## config.mk

```make
export PLATFORM = sky130hd
export DESIGN_NAME = pixel_bit_collector_flat
export DESIGN_NICKNAME = d
export VERILOG_FILES = /design/src/rtl/grayblast_pkg.sv /design/src/rtl/pixel_bit_collector_if.sv /design/src/rtl/sync_fifo.sv /design/src/rtl/pixel_bit_collector.sv /design/src/flat_wrapper.sv
export SDC_FILE = /design/constraint.sdc
export NUM_CORES = 1
export LEC_CHECK = 0
export CAP_MARGIN = 10
export CORE_ASPECT_RATIO = 1.25
export CORE_MARGIN = 5
export CORE_UTILIZATION = 48
export CTS_CLUSTER_SIZE = 8
export DETAILED_ROUTE_END_ITERATION = 7
export PLACE_DENSITY = 0.71
export SLEW_MARGIN = 20
export SYNTH_ARGS = -nofsm -noshare
export SYNTH_HDL_FRONTEND = slang
export SYNTH_HIERARCHICAL = 1
export SYNTH_SLANG_ARGS = --single-unit
```

## constraint.sdc

```tcl
create_clock -name clk -period 2.89 [get_ports clk]
set_clock_uncertainty 0.15 [all_clocks]
set_input_delay 0.578 -clock clk [delete_from_list [all_inputs] [get_ports clk]]
set_output_delay 0.578 -clock clk [all_outputs]
set_load 0.01 [all_outputs]
```

## src/rtl/grayblast_pkg.sv

```systemverilog
// Shared constants for the grayscale pixel path: collector, VGA output
// stage and top-level parameter overrides all pull their sizes from here.
package grayblast_pkg;

  localparam int GB_PIXEL_BITS = 2;
  localparam int GB_FIFO_DEPTH = 8;
  localparam int GB_PTR_W      = $clog2(GB_FIFO_DEPTH);
  localparam int GB_LEVEL_W    = GB_PTR_W + 1;

  // Width of a counter that must hold 0..pb-1; never narrower than 1 bit.
  function automatic int cnt_width(input int pb);
    return (pb > 1) ? $clog2(pb) : 1;
  endfunction

endpackage

```

## src/rtl/pixel_bit_collector_if.sv

```systemverilog
// Pixel handshake between the bit collector (master) and the VGA stage.
// Handshake: the master holds pixel_valid high with pixel_data stable while
// a word is available; a word is transferred on every rising clock edge
// where pixel_valid and pixel_ready are both 1. pixel_ready may be raised
// with pixel_valid low; that transfers nothing.
interface pixel_bit_collector_if
  import grayblast_pkg::*;
#(
  parameter int PIXEL_BITS = GB_PIXEL_BITS
);

  logic                  pixel_valid;
  logic                  pixel_ready;
  logic [PIXEL_BITS-1:0] pixel_data;

  modport master (
    output pixel_valid,
    output pixel_data,
    input  pixel_ready
  );

  modport slave (
    input  pixel_valid,
    input  pixel_data,
    output pixel_ready
  );

endinterface

```

## src/rtl/sync_fifo.sv

```systemverilog
// First-word-fall-through synchronous FIFO. Pointers carry an extra wrap
// bit so full and empty are distinguished without a separate counter.
// A push while full is accepted only when a pop frees a slot that cycle.
module sync_fifo
  import grayblast_pkg::*;
#(
  parameter int WIDTH = GB_PIXEL_BITS,
  parameter int DEPTH = GB_FIFO_DEPTH
) (
  input  logic                       clk,
  input  logic                       rst_n,
  input  logic                       clear,
  input  logic                       push,
  input  logic [WIDTH-1:0]           push_data,
  input  logic                       pop,
  output logic [WIDTH-1:0]           rd_data,
  output logic                       empty,
  output logic                       full,
  output logic [$clog2(DEPTH):0]     level
);

  localparam int PW = $clog2(DEPTH);
  localparam logic [PW:0] ONE = {{PW{1'b0}}, 1'b1};

  logic [PW:0]      wr_ptr;
  logic [PW:0]      rd_ptr;
  logic [WIDTH-1:0] mem [DEPTH];
  logic             do_push;
  logic             do_pop;

  // Status flags, accepted operations and the fall-through head word.
  always_comb begin
    empty   = (wr_ptr == rd_ptr);
    full    = (wr_ptr[PW] != rd_ptr[PW]) && (wr_ptr[PW-1:0] == rd_ptr[PW-1:0]);
    do_pop  = pop & ~empty;
    do_push = push & (~full | do_pop);
    rd_data = empty ? '0 : mem[rd_ptr[PW-1:0]];
  end

  // Pointer and level registers; clear has priority over push/pop.
  always_ff @(posedge clk or negedge rst_n) begin
    if (!rst_n) begin
      wr_ptr <= '0;
      rd_ptr <= '0;
      level  <= '0;
    end else if (clear) begin
      wr_ptr <= '0;
      rd_ptr <= '0;
      level  <= '0;
    end else begin
      if (do_push) wr_ptr <= wr_ptr + ONE;
      if (do_pop)  rd_ptr <= rd_ptr + ONE;
      case ({do_push, do_pop})
        2'b10:   level <= level + ONE;
        2'b01:   level <= level - ONE;
        default: level <= level;
      endcase
    end
  end

  // Storage array; contents are only meaningful between the pointers.
  always_ff @(posedge clk) begin
    if (do_push && !clear) mem[wr_ptr[PW-1:0]] <= push_data;
  end

endmodule

```

## src/rtl/pixel_bit_collector.sv

```systemverilog
// Packs the core array's serial bit stream MSB-first into pixel words,
// buffers them in a FWFT FIFO and offers them to the VGA stage. Sticky
// overflow/underflow flags report dropped words and premature requests.
module pixel_bit_collector
  import grayblast_pkg::*;
#(
  parameter int PIXEL_BITS = GB_PIXEL_BITS,
  parameter int FIFO_DEPTH = GB_FIFO_DEPTH
) (
  input  logic                          clk,
  input  logic                          rst_n,
  input  logic                          valid_bit,
  input  logic                          output_bit,
  input  logic                          frame_start,
  pixel_bit_collector_if.master         pix,
  output logic [$clog2(FIFO_DEPTH):0]   fifo_level,
  output logic                          overflow,
  output logic                          underflow
);

  localparam int CW = cnt_width(PIXEL_BITS);
  localparam logic [CW-1:0] LAST_BIT = CW'(PIXEL_BITS - 1);
  localparam logic [CW-1:0] CNT_ONE  = CW'(1);

  logic [CW-1:0]         bit_cnt;
  logic [PIXEL_BITS-1:0] shift_reg;
  logic [PIXEL_BITS:0]   shift_ext;
  logic [PIXEL_BITS-1:0] word;
  logic                  word_done;
  logic                  pop;
  logic                  fifo_empty;
  logic                  fifo_full;
  logic [PIXEL_BITS-1:0] head_data;

  // Next shift contents; the widened vector keeps PIXEL_BITS=1 legal.
  always_comb begin
    shift_ext = {shift_reg, output_bit};
    word      = shift_ext[PIXEL_BITS-1:0];
    word_done = valid_bit & ~frame_start & (bit_cnt == LAST_BIT);
    pop       = ~fifo_empty & pix.pixel_ready & ~frame_start;
  end

  // Serial-to-parallel packer; frame_start discards any partial word.
  always_ff @(posedge clk or negedge rst_n) begin
    if (!rst_n) begin
      bit_cnt   <= '0;
      shift_reg <= '0;
    end else if (frame_start) begin
      bit_cnt   <= '0;
      shift_reg <= '0;
    end else if (valid_bit) begin
      shift_reg <= word;
      bit_cnt   <= word_done ? '0 : bit_cnt + CNT_ONE;
    end
  end

  // Sticky debug flags, cleared only by reset or a new frame.
  always_ff @(posedge clk or negedge rst_n) begin
    if (!rst_n) begin
      overflow  <= 1'b0;
      underflow <= 1'b0;
    end else if (frame_start) begin
      overflow  <= 1'b0;
      underflow <= 1'b0;
    end else begin
      if (word_done && fifo_full && !pop) overflow  <= 1'b1;
      if (pix.pixel_ready && fifo_empty)  underflow <= 1'b1;
    end
  end

  sync_fifo #(
    .WIDTH (PIXEL_BITS),
    .DEPTH (FIFO_DEPTH)
  ) u_fifo (
    .clk       (clk),
    .rst_n     (rst_n),
    .clear     (frame_start),
    .push      (word_done),
    .push_data (word),
    .pop       (pop),
    .rd_data   (head_data),
    .empty     (fifo_empty),
    .full      (fifo_full),
    .level     (fifo_level)
  );

  // Present the FIFO head directly to the VGA stage.
  always_comb begin
    pix.pixel_valid = ~fifo_empty;
    pix.pixel_data  = head_data;
  end

endmodule
```

## src/flat_wrapper.sv

```systemverilog
// flat-port wrapper written by rule: the top's interface ports become plain ports
module pixel_bit_collector_flat import grayblast_pkg::*;
#(
  parameter int PIXEL_BITS = GB_PIXEL_BITS,
  parameter int FIFO_DEPTH = GB_FIFO_DEPTH
)
  (clk, rst_n, valid_bit, output_bit, frame_start, fifo_level, overflow, underflow, pix_pixel_valid, pix_pixel_data, pix_pixel_ready);
  pixel_bit_collector_if #(.PIXEL_BITS(PIXEL_BITS)) pix_i ();
  input  logic clk;
  input  logic rst_n;
  input  logic valid_bit;
  input  logic output_bit;
  input  logic frame_start;
  output logic [$clog2(FIFO_DEPTH):0] fifo_level;
  output logic overflow;
  output logic underflow;
  output wire logic [$bits(pix_i.pixel_valid)-1:0] pix_pixel_valid;
  output wire logic [$bits(pix_i.pixel_data)-1:0] pix_pixel_data;
  input wire logic [$bits(pix_i.pixel_ready)-1:0] pix_pixel_ready;
  assign pix_pixel_valid = pix_i.pixel_valid;
  assign pix_pixel_data = pix_i.pixel_data;
  assign pix_i.pixel_ready = pix_pixel_ready;
  pixel_bit_collector #(.PIXEL_BITS(PIXEL_BITS), .FIFO_DEPTH(FIFO_DEPTH)) u_core (.clk(clk), .rst_n(rst_n), .valid_bit(valid_bit), .output_bit(output_bit), .frame_start(frame_start), .pix(pix_i), .fifo_level(fifo_level), .overflow(overflow), .underflow(underflow));
endmodule
```

After elaboration in Yosys (flattened, before gate mapping)

Memory sizes are Yosys's and may differ from the RTL's.
Index checks and enable logic that the tools add are counted.
Widths: inputs -> output; s select.

Flip-flop bits (word level): 16
Bits in latches: 0
Memory bits (writable): 16
Memory bits (read-only): 0
Input bits: 6
Output and inout bits: 9
Logic and storage cells: 59
Memories: 1

Memories:

| name              | words | bits a word | rd ports | clocked after Yosys merged registers in | wr ports | line            | RTL |
|---|---|---|---|---|---|---|---|
| u_core.u_fifo.mem | 8     | 2           | 1        | 0                                       | 1        | sync_fifo.sv:27 | `logic [WIDTH-1:0] mem [DEPTH];` |

Add/subtract/negate cells: 5
Multipliers: 0
Divide/modulo/power cells: 0
$lt $le $gt $ge: 0
Equality and inequality tests: 5
Shifts and indexed selects: 0
Mux-type cells: 18
Bitwise operators: 10
Reductions and logical operators: 13

Operators with widths:

| cell                | number |
|---|---|
| $mux 4              | 5 |
| $add 4x1->4 const B | 3 |
| $mux 1              | 11 |
| $reduce_bool 2->1   | 5 |
| $pmux 4 s2          | 1 |
| $and 1x1->1         | 6 |
| $logic_and 1x1->1   | 5 |
| $eq 4x4->1          | 1 |
| $sub 4x1->4 const B | 1 |
| $eq 3x3->1          | 1 |
| $not 1->1           | 3 |
| $reduce_bool 3->1   | 1 |
| $eq 2x1->1 const B  | 1 |
| $eq 2x2->1 const B  | 1 |
| $logic_not 1->1     | 2 |
| $mux 2              | 1 |
| $add 1x1->1 const B | 1 |
| $ne 1x1->1          | 1 |
| $or 1x1->1          | 1 |

Depth between registers and ports, before layout

Depth after elaboration: 10
Gate-level depth with buffers: 15
Gate-level depth less buffers: 14

Modules after synthesis

The synthesis kept the hierarchy.

By module, submodules not included:

| module              | times used | cells an instance | area an instance (µm²) | sequential area each (µm²) |
|---|---|---|---|---|
| sync_fifo           | 1          | 119               | 1560.2                 | 780.7 |
| pixel_bit_collector | 1          | 16                | 171.4                  | 100.1 |

Worst setup path after synthesis

Ideal clock, no wire load.

Path kind: reg-to-reg
Start point: reg u_core.u_fifo.rd_ptr[0]
End point: reg u_core.u_fifo.level[3]
Setup time: 128 ps
Data arrival time: 2849 ps
Data required time: 2612 ps
Setup slack: -237 ps
Cell stages (with the launch flop): 15
Buffers on the path: 1
Period minus slack after synthesis: 3127 ps
Path through: dfrtp_1 -> buf_6 -> xnor2_2 -> nand3_2 -> nor2_1 -> nand2b_1 -> nor2_1 -> inv_1 -> a41o_4 -> nor2_1 -> ha_1 -> a21oi_1 -> nand2_1 -> a31oi_1 -> mux2_1

Longest elaborated chain between the ends: 10
Elaborated cells on any way between the ends: 15
Those cells by class: eq/ne (4); mux (2); bitwise (7); reduce/logical (2)

Ends and longest elaborated chain:

| element                                  | line                      | RTL |
|---|---|---|
| start, declared                          | sync_fifo.sv:26           | `logic [PW:0] rd_ptr;` |
| start signal, assigned                   | sync_fifo.sv:52           | `if (do_pop) rd_ptr <= rd_ptr + ONE;` |
| $eq 4x4->1 (*)                           | sync_fifo.sv:33           | `empty = (wr_ptr == rd_ptr);` |
| via u_core.fifo_empty                    | pixel_bit_collector.sv:31 | `logic fifo_empty;` |
| $not 1->1 (*)                            | pixel_bit_collector.sv:40 | `pop = ~fifo_empty & pix.pixel_ready & ~frame_start;` |
| $and 1x1->1 (*) (2 in series)            | pixel_bit_collector.sv:40 |  |
| via u_core.pop                           | pixel_bit_collector.sv:30 | `logic pop;` |
| $and 1x1->1 (*)                          | sync_fifo.sv:35           | `do_pop = pop & ~empty;` |
| $or 1x1->1                               | sync_fifo.sv:36           | `do_push = push & (~full \| do_pop);` |
| $and 1x1->1                              | sync_fifo.sv:36           |  |
| $eq 2x1->1 or $eq 2x2->1 (tied branches) | sync_fifo.sv:53           | `case ({do_push, do_pop})` |
| $pmux 4 s2                               | sync_fifo.sv:53           |  |
| $mux 4                                   | sync_fifo.sv:46           | `end else if (clear) begin` |
| end signal, assigned                     | sync_fifo.sv:54           | `2'b10: level <= level + ONE;` |
| end signal, assigned                     | sync_fifo.sv:55           | `2'b01: level <= level - ONE;` |
| end signal, assigned                     | sync_fifo.sv:56           | `default: level <= level;` |
| end, declared                            | sync_fifo.sv:19           | `output logic [$clog2(DEPTH):0] level` |

The timed path passes the listed nets; every way through them passes the cells marked *.
A chain may end at the register's enable or synchronous reset.

Final worst setup path

Start point: reg u_core.u_fifo.rd_ptr[0]
End point: out pix_pixel_data[1]

Longest elaborated chain between the ends: 2
Elaborated cells on any way between the ends: 3
Those cells by class: eq/ne (1); mux (1); memory (1)

Ends and longest elaborated chain:

| element                                   | line               | RTL |
|---|---|---|
| $mem_v2 8x2 or $eq 4x4->1 (tied branches) | --                 |  |
| $mux 2 (*)                                | sync_fifo.sv:37    | `rd_data = empty ? '0 : mem[rd_ptr[PW-1:0]];` |
| end, declared                             | flat_wrapper.sv:18 | `output wire logic [$bits(pix_i.pixel_data)-1:0] pix_pixel_data;` |

Mark *: on every way between the ends. The rest lies on a longest branch, timed or not.

==> impl_metrics.py <==
metrics = {
    "setup_path": {
        "cpPeakStageDelay_ns": 0.51,
        "worstReg2RegEnd": "u_core/u_fifo/level[3]",
        "crit_type": "reg -> out",
        "cp_slowest_cell": "mux4_2",
        "startpoint": "u_core/u_fifo/rd_ptr[0]",
        "crit_fanout": 7,
        "regToRegSetupSlack_ns": 0.16,
        "worst-path-buf-inv": 2,
        "crit_end": "pix_pixel_data[1]",
        "crit_family": "buffers and inverters",
        "worst_ep_required_time_ns": 2.16,
        "rr_startpoint": "u_core/u_fifo/wr_ptr[3]",
        "path_cells": "buf_6, mux4_2, mux2i_1, nor2_1, clkdlybuf4s50_1",
        "start_kind": "register",
        "cp.depth": 5,
        "crit_path_end_kind": "primary output",
        "crit_arrival_ns": 2.07,
        "ff2ff_path_depth": 12,
    },
    "synthesis": {
        "synth_seq_cells": 32,
        "synthFlopType": "edfxtp_1",
        "syn_area_per_cell_um2": 12.8,
        "synth_top_family_by_area": "simple AND/OR/NAND/NOR gates",
        "synth_area_leader_cell": "edfxtp_1",
        "yosysSeqAreaShare_pct": 50.9,
        "postSynth.asyncResetShare_pct": 50.0,
        "synth_mux_area_share_pct": 13.2,
        "ys_warn_count": 6,
        "yosys-top-cells-count": "nor2_1 (21), dfrtp_1 (16), edfxtp_1 (16)",
        "ys_types": 38,
        "synth_top_area_share_pct": 27.7,
        "synth_compound_area_share_pct": 5.71,
        "syn_nets": 146,
        "synth_area_leaders": "edfxtp_1 (28%), dfrtp_1 (23%), mux4_2 (5.2%)",
        "synth-edff-count": 16,
        "syn_inst": 135,
        "syn_area_um2": 1730,
        "synth-simple-area-share_pct": 14.7,
        "synth_most_common_cell": "nor2_1",
        "synthAdderAreaFrac_pct": 4.05,
        "synthXorXnorAreaFrac_pct": 7.30,
    },
    "detailed_routing": {
        "dr.pass1.iters": 4,
        "drcViolationCount": 0,
        "vias_per_cell": 5.44,
        "ant_nets": 0,
        "drt_iter0_drc": 42,
        "vias": 1109,
        "detail_route.wl_per_cell_um": 16.2,
        "wl_um": 3310,
    },
    "global_route": {
        "grt_pass1_vias": 1203,
        "grt.total_usage_pct": 15.0,
        "grt_remaining_overflow": 0,
        "antenna_found_initial": 0,
        "grt_pass1_wl_um": 5670,
        "grt_max_degree": 17,
    },
    "run_status": {
        "status": "completed",
    },
    "placement": {
        "gp_congestion": 0.814,
        "dp_slack_ns": -0.0898,
        "dpl.hpwl_um": 2550,
        "portBuffers": 14,
    },
    "clocking": {
        "cts_max_level": 2,
        "insertion_delay_ns": 0.28,
        "clk_path_buf_depth": 2,
        "clock-sinks": 32,
        "clk_pin_slew_ns": 0.07,
        "cts_made_buffers": 5,
        "ctsRootBufferMaster": "clkbuf_8",
        "cts_tree": "yes",
    },
    "timing": {
        "slew_viol_final": 0,
        "tightest_slew_ns": 0.828,
        "max_freq_mhz": 358,
        "post-route-period-util_pct": 96.7,
        "fin_ws_ns": 0.0951,
        "holdWs_ns": 0.348,
        "hold_violations": 0,
        "finalSetupViolations": 0,
        "final.min_clock_period_ns": 2.79,
        "relSlewSlack_pct": 44.5,
    },
    "layout": {
        "nets": 175,
        "multi_input_area_um2": 807,
        "regArea_um2": 881,
        "drive_above_1_share_pct": 27.9,
        "largest_reg_flops": 16,
        "area_delta_synth_final_pct": 21.4,
        "antenna_cells": 0,
        "fillers": 296,
    },
    "die": {
        "start_util_pct": 49.7,
        "die_w_um": 63.7,
        "dieArea_um2": 4920,
        "rows": 24,
        "core_area_um2": 3480,
        "die_y_um": 77.2,
        "ios": 15,
    },
    "power_and_ir_drop": {
        "leakage_nw": 0.855,
        "vdd_drop_max_mv": 0.327,
        "power_density_nw_per_um2": 451,
    },
    "worst_hold_path": {
        "hp-class": "reg -> reg",
    },
    "job": {
        "maxCapViolations": 0,
    },
}
through the flow:
stage / cell area, um^2 / cells / TNS, ns / power (W) / util [%]
2_1_floorplan: 1750 / 135 / 0 / 0.000578 / -
3_3_place_gp: 2010 / 196 / -0.00832 / 0.000636 / 57.7
3_5_place_dp: 2010 / 196 / -0.127 / 0.000639 / 57.7
4_1_cts: 2090 / 204 / 0 / 0.000965 / 60.0
5_1_grt: 2100 / 204 / -0.00939 / 0.000991 / 60.3
6_report: 2100 / 204 / 0 / 0.000948 / 60.3
worst reg2reg max path: cells and delay by family (launching register included):
family	cells	cell delay (ns)
adders and majority gates	1	0.26
and+or+nand+nor	5	0.51
buffers and inverters	1	0.06
DFF	1	0.47
xor gates and xnor gates	1	0.23
muxes	1	0.34
AOI/OAI and AO/OA	3	0.59
kinds of logic (layout without fill, tap and decap cells):
family | count (synthesis) | count (layout)
simple gates | 48 | 48
mux | 16 | 16
buf+inv | 13 | 43
flops | 32 | 32
xor+xnor | 11 | 11
compound gates | 10 | 10
fa+ha+maj | 5 | 5
cell usage in the layout, fill, tap and decap left out, types with 2 or more instances in the layout:
cell type	n
nor2_1	19
dfrtp_1	16
edfxtp_1	16
buf_4	15
clkdlybuf4s50_1	14
mux2i_1	7
clkbuf_8	5
inv_1	5
xnor2_1	4
xnor2_2	4
mux4_2	4
nor3_1	4
ha_1	4
a21oi_1	3
nand2_1	3
nor2b_1	3
nand3_1	3
mux2_4	3
clkinv_2	2
nand2b_4	2
nor2_4	2
nand2b_1	2
nor4b_1	2
or2_2	2
nor4_1	2
mux2_1	2
xor2_1	2
worst min path at each step:
| stage | start | end | slack (ns) | cells after the start |
|---|---|---|---|---|
| 3_5_place_dp | u_core/underflow | u_core/underflow | 0.33 | 2 |
| 6_report | u_core/underflow | u_core/underflow | 0.35 | 2 |
| 3_3_place_gp | u_core/overflow | u_core/overflow | 0.33 | 1 |
| 4_1_cts | u_core/underflow | u_core/underflow | 0.35 | 2 |
| 2_1_floorplan | rst_n | u_core/bit_cnt | 0.13 | 0 |
| 5_1_grt | u_core/overflow | u_core/overflow | 0.40 | 1 |
per-layer routing:
layer | up-vias | track usage [%] | share of wire [%]
met3 | 4 | 3.80 | 3.5
met2 | 16 | 27.8 | 56
met1 | 556 | 15.9 | 39
met4 | 0 | 5.61 | 1.6
met5 | - | 0 | 0
li1 | 533 | - | -
final cells by class:
class / count / area share, %
sequential: 32 / 41.9
multi-input combinational: 90 / 38.4
timing repair buffer: 30 / 12.6
tap: 39 / 2.32
clock inverter: 3 / 0.655
inverter: 5 / 0.893
clock buffer: 5 / 3.27
repair_timing:
action                     4_1_cts  5_1_grt
hold buffers                     0        0
hold endpoints to repair         0        0
setup buffers                    0        0
gates resized for setup          0        2
setup endpoints to repair        0        2
where the power goes:
part           switching (W)  total [W]  internal, W
Sequential         0.0000161   0.000508     0.000492
Clock               0.000157   0.000320     0.000163
Combinational      0.0000525   0.000120    0.0000672
Total               0.000225   0.000948     0.000723
Note: power is estimated with default switching activity, not from simulation.
